`src/rtl/muldiv_unit_pkg.sv`:
```
// rtl/muldiv_unit_pkg.sv - funct codes, FSM states and decode helpers for muldiv_unit
// Shared by muldiv_unit and its testbench. No ports.
package muldiv_unit_pkg;

    localparam logic [5:0] FUNC_MFHI  = 6'b010000;
    localparam logic [5:0] FUNC_MTHI  = 6'b010001;
    localparam logic [5:0] FUNC_MFLO  = 6'b010010;
    localparam logic [5:0] FUNC_MTLO  = 6'b010011;
    localparam logic [5:0] FUNC_MULT  = 6'b011000;
    localparam logic [5:0] FUNC_MULTU = 6'b011001;
    localparam logic [5:0] FUNC_DIV   = 6'b011010;
    localparam logic [5:0] FUNC_DIVU  = 6'b011011;

    typedef enum logic [1:0] {
        MD_IDLE = 2'd0,
        MD_RUN  = 2'd1,
        MD_FIX  = 2'd2
    } md_state_t;

    // 0100xx (move) and 0110xx (mul/div) form the HILO class.
    function automatic logic is_hilo(input logic [5:0] f);
        return (f[5:4] == 2'b01) && (f[2] == 1'b0);
    endfunction

    function automatic logic is_muldiv(input logic [5:0] f);
        return f[5:2] == 4'b0110;
    endfunction

    // Within the mul/div group bit 1 selects divide, bit 0 selects unsigned.
    function automatic logic is_div_code(input logic [5:0] f);
        return f[5:1] == 5'b01101;
    endfunction

endpackage

```
`src/rtl/muldiv_sign_fix.sv`:
```
// rtl/muldiv_sign_fix.sv - conditional two's-complement negation (abs on entry, sign apply in FIX)
// Ports: val - input magnitude/value, neg - negate when high, res - conditioned result.
module muldiv_sign_fix #(
    parameter int N = 32
) (
    input  logic [N-1:0] val,
    input  logic         neg,
    output logic [N-1:0] res
);

    assign res = neg ? -val : val;

endmodule

```
`src/rtl/muldiv_unit.sv`:
```
// rtl/muldiv_unit.sv - iterative MIPS multiply/divide unit with HI/LO registers
// Ports: clk_I clock, rst_I async active-high reset, Start_I/Func_I/A_I/B_I instruction
// from EX, Busy_O sequence running, Stall_O hold EX, Done_O result pulse, Hi_O/Lo_O registers.
// Optional macro MULDIV_FAST_MUL_EN: single-cycle multiply, MULT/MULTU go IDLE->FIX directly.
module muldiv_unit
    import muldiv_unit_pkg::*;
#(
    parameter int WIDTH = 32
) (
    input  logic             clk_I,
    input  logic             rst_I,
    input  logic             Start_I,
    input  logic [5:0]       Func_I,
    input  logic [WIDTH-1:0] A_I,
    input  logic [WIDTH-1:0] B_I,
    output logic             Busy_O,
    output logic             Stall_O,
    output logic             Done_O,
    output logic [WIDTH-1:0] Hi_O,
    output logic [WIDTH-1:0] Lo_O
);

    localparam int CW = $clog2(WIDTH);

    md_state_t          state, state_n;
    // acc holds {partial product, multiplier} or {partial remainder, dividend/quotient}.
    logic [2*WIDTH-1:0] acc;
    logic [WIDTH-1:0]   dvsr;
    logic [CW-1:0]      cnt;
    logic               is_div, neg_q, neg_r, done;
    logic [WIDTH-1:0]   hi, lo;

    logic               accept, op_signed, sign_a, sign_b;
    logic [WIDTH-1:0]   a_mag, b_mag;
    logic [WIDTH:0]     mul_sum, div_shift;
    logic [WIDTH-1:0]   div_rem;
    logic               div_ok;
    logic [2*WIDTH-1:0] mul_next, div_next, prod_fix;
    logic [WIDTH-1:0]   quo_fix, rem_fix;

    assign accept    = Start_I && (state == MD_IDLE) && is_muldiv(Func_I);
    assign op_signed = ~Func_I[0];
    assign sign_a    = op_signed & A_I[WIDTH-1];
    assign sign_b    = op_signed & B_I[WIDTH-1];

    muldiv_sign_fix #(.N(WIDTH)) u_abs_a (.val(A_I), .neg(sign_a), .res(a_mag));
    muldiv_sign_fix #(.N(WIDTH)) u_abs_b (.val(B_I), .neg(sign_b), .res(b_mag));

    muldiv_sign_fix #(.N(2*WIDTH)) u_fix_prod (.val(acc), .neg(neg_q), .res(prod_fix));
    muldiv_sign_fix #(.N(WIDTH)) u_fix_quo (.val(acc[WIDTH-1:0]), .neg(neg_q), .res(quo_fix));
    muldiv_sign_fix #(.N(WIDTH)) u_fix_rem (.val(acc[2*WIDTH-1:WIDTH]), .neg(neg_r), .res(rem_fix));

    always_comb begin
        // Shift-add: add multiplicand when multiplier LSB is set, then shift right.
        mul_sum   = {1'b0, acc[2*WIDTH-1:WIDTH]} + (acc[0] ? {1'b0, dvsr} : '0);
        mul_next  = {mul_sum, acc[WIDTH-1:1]};
        // Restoring divide: remainder < divisor, so the difference always fits WIDTH bits.
        div_shift = acc[2*WIDTH-1:WIDTH-1];
        div_ok    = div_shift >= {1'b0, dvsr};
        div_rem   = div_shift[WIDTH-1:0] - dvsr;
        div_next  = div_ok ? {div_rem, acc[WIDTH-2:0], 1'b1}
                           : {div_shift[WIDTH-1:0], acc[WIDTH-2:0], 1'b0};
    end

    always_comb begin
        state_n = state;
        case (state)
            MD_IDLE: begin
                if (accept) begin
`ifdef MULDIV_FAST_MUL_EN
                    state_n = is_div_code(Func_I) ? MD_RUN : MD_FIX;
`else
                    state_n = MD_RUN;
`endif
                end
            end
            MD_RUN:  if (cnt == '0) state_n = MD_FIX;
            MD_FIX:  state_n = MD_IDLE;
            default: state_n = MD_IDLE;
        endcase
    end

    always_ff @(posedge clk_I or posedge rst_I) begin
        if (rst_I) state <= MD_IDLE;
        else       state <= state_n;
    end

    always_ff @(posedge clk_I or posedge rst_I) begin
        if (rst_I) begin
            acc    <= '0;
            dvsr   <= '0;
            cnt    <= '0;
            is_div <= 1'b0;
            neg_q  <= 1'b0;
            neg_r  <= 1'b0;
            done   <= 1'b0;
            hi     <= '0;
            lo     <= '0;
        end else begin
            done <= (state == MD_FIX);
            case (state)
                MD_IDLE: begin
                    if (accept) begin
                        dvsr   <= b_mag;
                        cnt    <= CW'(WIDTH - 1);
                        is_div <= is_div_code(Func_I);
                        // A zero divisor keeps the all-ones quotient unsigned-looking.
                        neg_q  <= (sign_a ^ sign_b) && !(is_div_code(Func_I) && (B_I == '0));
                        neg_r  <= sign_a;
                        acc    <= {{WIDTH{1'b0}}, a_mag};
`ifdef MULDIV_FAST_MUL_EN
                        if (!is_div_code(Func_I))
                            acc <= {{WIDTH{1'b0}}, a_mag} * {{WIDTH{1'b0}}, b_mag};
`endif
                    end else if (Start_I && (Func_I == FUNC_MTHI)) begin
                        hi <= A_I;
                    end else if (Start_I && (Func_I == FUNC_MTLO)) begin
                        lo <= A_I;
                    end
                end
                MD_RUN: begin
                    cnt <= cnt - 1'b1;
                    acc <= is_div ? div_next : mul_next;
                end
                MD_FIX: begin
                    if (is_div) begin
                        hi <= rem_fix;
                        lo <= quo_fix;
                    end else begin
                        {hi, lo} <= prod_fix;
                    end
                end
                default: ;
            endcase
        end
    end

    assign Busy_O  = (state != MD_IDLE);
    assign Stall_O = Start_I && Busy_O && is_hilo(Func_I);
    assign Done_O  = done;
    assign Hi_O    = hi;
    assign Lo_O    = lo;

endmodule

```
`config.mk`:
```
export PLATFORM = sky130hd
export DESIGN_NAME = muldiv_unit
export DESIGN_NICKNAME = d
export VERILOG_FILES = /design/src/rtl/muldiv_unit_pkg.sv /design/src/rtl/muldiv_sign_fix.sv /design/src/rtl/muldiv_unit.sv
export SDC_FILE = /design/constraint.sdc
export NUM_CORES = 1
export LEC_CHECK = 0
export CORE_MARGIN = 2
export CORE_UTILIZATION = 64
export DETAILED_ROUTE_END_ITERATION = 12
export GPL_TIMING_DRIVEN = 0
export PLACE_DENSITY = 0.88
export RECOVER_POWER = 100
export SLEW_MARGIN = 20
export SYNTH_ARGS = -nofsm -noshare
export SYNTH_HDL_FRONTEND = slang
export SYNTH_SLANG_ARGS = --single-unit
```
`constraint.sdc`:
```
create_clock -name clk_I -period 12.33 [get_ports clk_I]
set_input_delay 3.0825 -clock clk_I [delete_from_list [all_inputs] [get_ports clk_I]]
set_output_delay 3.0825 -clock clk_I [all_outputs]
set_load 0.05 [all_outputs]
```
Yosys cells after proc, flatten, opt, wreduce, memory -nomap -nowiden. Index checks and enable logic that the tools add are counted.

Reductions and logical operators: 21. Order comparisons: 1. Div/mod/pow operators: 0. Shift operators: 0. Mux-type cells: 24. Bitwise gates (word level): 5. Equality and inequality tests: 13. Add/sub/neg operators: 8. Multipliers: 0.

Operators with widths (count): 32-bit 2-to-1 mux (12); 64-bit 2-to-1 mux (4); 32-bit negation (4); 32-bit case mux with 2 select lines (2); 64-bit case mux with 2 select lines (1); 64-bit negation (1); 32-bit by 32-bit adder with 33-bit output (1); 33-bit by 32-bit >= comparator with 1-bit output (1); 32-bit logical NOT (1); 32-bit subtractor (1); 6-bit by 5-bit == test with 1-bit output, second input constant (2); 5-bit case mux with 2 select lines (1); 1-bit logical AND (9); 2-bit != test, second input constant (4); 2-bit AND reduction (3); 2-bit nonzero test (3); 5-bit by 4-bit == test with 1-bit output, second input constant (1); 5-bit logical NOT (1); 5-bit 2-to-1 mux (1); 5-bit by 1-bit subtractor with 5-bit output, second input constant (1); 2-bit by 1-bit == test with 1-bit output, second input constant (2); 4-bit by 3-bit == test with 1-bit output, second input constant (1); 2-bit 2-to-1 mux (2); 2-bit by 1-bit != test with 1-bit output, second input constant (2); 9 further kinds (11).

Latch bits: 0. Bits in read-only memories: 0. Memory bits (writable): 0. Bits of input ports: 73. Logic and storage cells: 82. Flip-flop bits (word level): 171. Output and inout port bits: 67. Memories kept: 0.

Depth between registers and ports, before layout.
Word-level depth: 6. Mapped depth: 14. Depth with buffers taken out: 13.

By module. From an unflattened synthesis, not the netlist that was laid out.

Cells, all modules: 2071. Area, all modules: 17023.8 µm².

By module, submodules not included: muldiv_unit (instances 1, cells each 1430, seq. area each 4279.1 µm², area each 12416.9 µm²); muldiv_sign_fix (u_abs_a ...) (instances 4, cells each 108, seq. area each 0.0 µm², area each 767.0 µm²); muldiv_sign_fix (u_fix_prod) (instances 1, cells each 209, seq. area each 0.0 µm², area each 1539.0 µm²).

Worst setup path before layout. No wires, ideal clock.

Path type: input to output. From: input Func_I[2]. To: output Stall_O. Path slack: 5.136 ns. Arrival time: 4.112 ns. Stages on the path: 3. Cell sequence: nor3b_1 > nand2_1 > nor2_1.

Cells in the longest elaborated chain, start to end: 3.

Ends and longest elaborated chain: start, declared (line muldiv_unit.sv:13) `input logic [5:0] Func_I,`; 1-bit inverter (line muldiv_unit_pkg.sv:22) `return (f[5:4] == 2'b01) && (f[2] == 1'b0);`; 1-bit logical AND (line muldiv_unit_pkg.sv:22); 1-bit logical AND (line muldiv_unit.sv:139) `assign Stall_O = Start_I && Busy_O && is_hilo(Func_I);`; end, declared (line muldiv_unit.sv:17) `output logic Stall_O,`.

No other way between the ends.

Final worst setup path.
From: input Func_I[4]. To: output Stall_O.

Cells in the longest elaborated chain, start to end: 3.

Ends and longest elaborated chain (line): 2-bit by 1-bit == test with 1-bit output (muldiv_unit_pkg.sv:22); 1-bit logical AND (muldiv_unit_pkg.sv:22); 1-bit logical AND (muldiv_unit.sv:139).

No other way between the ends.

==> flow_summary.toml <==
[outcome]
outcome = "finished, violations left"
violations = "max-capacitance violations, max-slew violations"

[worst_setup_path]
startpoint = "Func_I[4]"
slowest_stage = "dlygate4sd3_1"
r2r-start = "acc[0]$_DFFE_PP0P_"
critPathBufInv = 2
cp-start-kind = "primary input"
crit_path_end_kind = "primary output"
path_cells = "dlygate4sd3_1, nor3b_1, nand2_1, nor2_1, dlygate4sd3_1"
crit_type = "in -> out"
required_ns = 9.25
crit_fanout = 3
critical_path.top_delay_family = "buffers and inverters"
cpPeakStageDelay_ns = 0.88
cp_data_arrival_time_ns = 5.03
cp_common_cell = "dlygate4sd3_1"

[timing]
hold_viol = 0
final-setup-viol-count = 0
worst_slack_ns = 4.219
min_period_ns = 8.111
slew_headroom = -0.8915
finalSetupTns_ns = 0
fmax_ghz = 0.1233
rsz0062_at_grt = "no"
drv_slew = 62
skew_ns = 0.01832
finalCritPeriodShare = 0.6578
tightest_slew_ns = 2.822

[cts]
ctsResizeCount = 0
hold_buffers = 0
clock_latency_ns = 0.46
clockBufferDepth = 2
root_buffer = "clkbuf_16"
post-cts-setup-buffers = 0
cts_sinks = 171
cts_max_level = 4
clk_pin_slew_ns = 0.08
cts_tree = "done"
numCtsBuffers = 17

[placement]
portBuffers = 138
placed_cells = 2264
post-dp-hpwl_um = 39410
gp_congestion = 0.9840
post-place-ws_ns = 4.367

[floorplanning]
die_height_um = 154.0
coreArea_um2 = 21960
io_pins = 140
dieArea_um2 = 23720
initial_utilization = 0.6558
fp.dieW_um = 154.0
rows = 54

[cells_and_area]
area.growth.synth_to_final_pct = 16.37
fillerInstances = 1663
multi_input_area_um2 = 9418
final_util = 0.7632
seq_area_um2 = 4279
finalNetCount = 2148
stdcell_count = 2296
drive_above_1_share = 0.03571
antenna_cells = 0

[synthesis]
yosysSeqAreaShare = 0.2971
ys_ff_latch = 171
syn_inst = 1845
synth_ff_type = "dfrtp_1"
postSynthAreaPerCell_um2 = 7.806
syn_area_um2 = 14400
synthesis.nets = 1990
async_flop_share = 1.000
synth_warnings = 0
synth_edf_count = 0
synth.distinct_cells = 77

[power]
peakVddDrop_uv = 136.2
p_int_mw = 1.795
comb_power_share = 0.587
sequentialPowerShare = 0.258
p_clk_frac = 0.155
p_sw_frac = 0.4952
net-switching-power_mw = 1.760
p_leak_nw = 6.966
cellPowerDensity_nw_per_um2 = 212.1

[grt]
grtUsageMet2 = 0.7226
grtUsageMet3 = 0.07131
grt_antenna_before_repair = 0
grt_usage = 0.4261
grt_remaining_overflow = 0
grt_pass1_vias = 14810
grt_max_degree = 111
grt_pass1_wl_um = 78720
grt.busiest_layer = "met2"
grt_use_met1 = 0.5026

[routing]
vias = 15250
ant_nets = 0
drcViolationCount = 0
post_drt_wl_per_cell_um = 22.08
via_per_inst = 6.640
detail_route.first_pass.iterations = 8
wl_um = 50700
first_iter_violations = 1976

[hold_path]
hold_path_class = "reg -> reg"
min_from = "Lo_O[8]$_DFFE_PP0P_"

[run]
drv_cap = 1
-- cells by family after synthesis --
kind of cell               synth area share
xor gates and xnor gates            0.09852
buffers and inverters               0.04883
and+or+nand+nor                      0.1981
muxes                               0.03406
AOI/OAI and AO/OA                    0.2598
adders and majority gates           0.06360
DFF                                  0.2971
-- cells in the mapped netlist, types with 7 or more instances --
cell type	count	area [µm²]
a21oi_1	191	955.9
nand2_1	185	694.4
nor2_1	185	694.4
dfrtp_1	171	4279
o21ai_0	157	785.8
clkbuf_1	103	386.6
xor2_1	89	779.5
xnor2_1	73	639.4
ha_1	70	875.8
inv_1	64	240.2
nand3_1	45	225.2
mux2i_1	40	400.4
a211oi_1	39	292.8
a21o_1	35	262.8
o31ai_1	35	262.8
or3_1	27	168.9
nor2b_1	23	143.9
nor3_1	22	110.1
nor4_1	19	118.9
nand2b_1	18	112.6
o21ai_1	18	90.09
a31oi_1	15	93.84
o41ai_1	15	131.4
o211ai_1	14	105.1
o22ai_1	13	81.33
and3_1	12	75.07
buf_1	11	41.29
or4_1	11	82.58
and2_1	10	62.56
a221oi_1	8	70.07
mux2_2	8	90.09
nand4_1	8	50.05
o21bai_1	8	60.06
o221ai_1	7	61.31
-- cell type report --
cell class	count	area share
well taps	280	0.02090
inverters	65	0.01463
clock buffers	17	0.02538
multi-input cells	1490	0.5620
flip-flops and latches	171	0.2553
repair buffers	139	0.08407
plain buffers	119	0.02740
clock inverters	15	0.01030
-- worst min-delay path, cell delays in order, from the launching register on --
cell and delay, ns:
dfrtp_1 0.34, nand2_1 0.05, o31ai_1 0.06
-- per-stage QoR --
stage	hold WS (ns)	total power [mW]	instance area, µm²
floorplan	0.4498	2.360	14400
CTS	0.4864	3.480	16770
global placement	0.4608	2.862	16130
detailed placement	0.4712	2.926	16170
global route	0.4996	3.766	16760
finish	0.4826	3.555	16760
-- layer usage --
layer | share of wire | vias to the layer above
met3 | 0.091 | 243
met5 | 0 | -
li1 | - | 6967
met4 | 0.066 | 0
met1 | 0.37 | 7105
met2 | 0.47 | 930
-- layout by cell type, fill, tap and decap left out, types with 15 or more instances in the layout --
cell               n
o31ai_1           35
a21o_1            35
nor2_1           185
clkbuf_1         106
dlygate4sd3_1     72
clkdlybuf4s50_1   66
a31oi_1           15
ha_1              70
or3_1             27
nand3_1           45
mux2i_1           40
a21oi_1          191
xor2_1            89
dfrtp_1          171
clkbuf_16         17
nand2b_1          18
nand2_1          185
inv_1             63
a211oi_1          39
o41ai_1           15
xnor2_1           73
nor4_1            20
o21ai_0          172
nor2b_1           23
nor3_1            22
-- power groups by stage --
stage	combinational, mW	clock [mW]	sequential (mW)
2_1_floorplan	1.48	0	0.884
3_3_place_gp	1.96	0	0.905
3_5_place_dp	2.01	0	0.914
4_1_cts	2.03	0.544	0.904
5_1_grt	2.26	0.573	0.932
6_report	2.09	0.552	0.917
-- sequential cells by signal, indices dropped and copies added, names as in the netlist --
| signal | count |
|---|---|
| acc | 64 |
| Hi_O | 32 |
| Lo_O | 32 |
| dvsr | 32 |
| cnt | 5 |
| state | 2 |
| Done_O | 1 |
| is_div | 1 |
| neg_q | 1 |
| neg_r | 1 |
-- worst paths after layout --
kind / to / cells past startpoint / slack [ns]
min reg2reg: Lo_O[8]$_DFFE_PP0P_ / 2 / 0.48
max reg2reg: acc[63]$_DFFE_PP0P_ / 13 / 7.75
max in group asynchronous: acc[63]$_DFFE_PP0P_ / 3 / 7.08
min in group asynchronous: Lo_O[0]$_DFFE_PP0P_ / 2 / 3.87
max: Stall_O / 5 / 4.22
min: Lo_O[8]$_DFFE_PP0P_ / 2 / 0.48
Note: power is estimated with default switching activity, not from simulation.
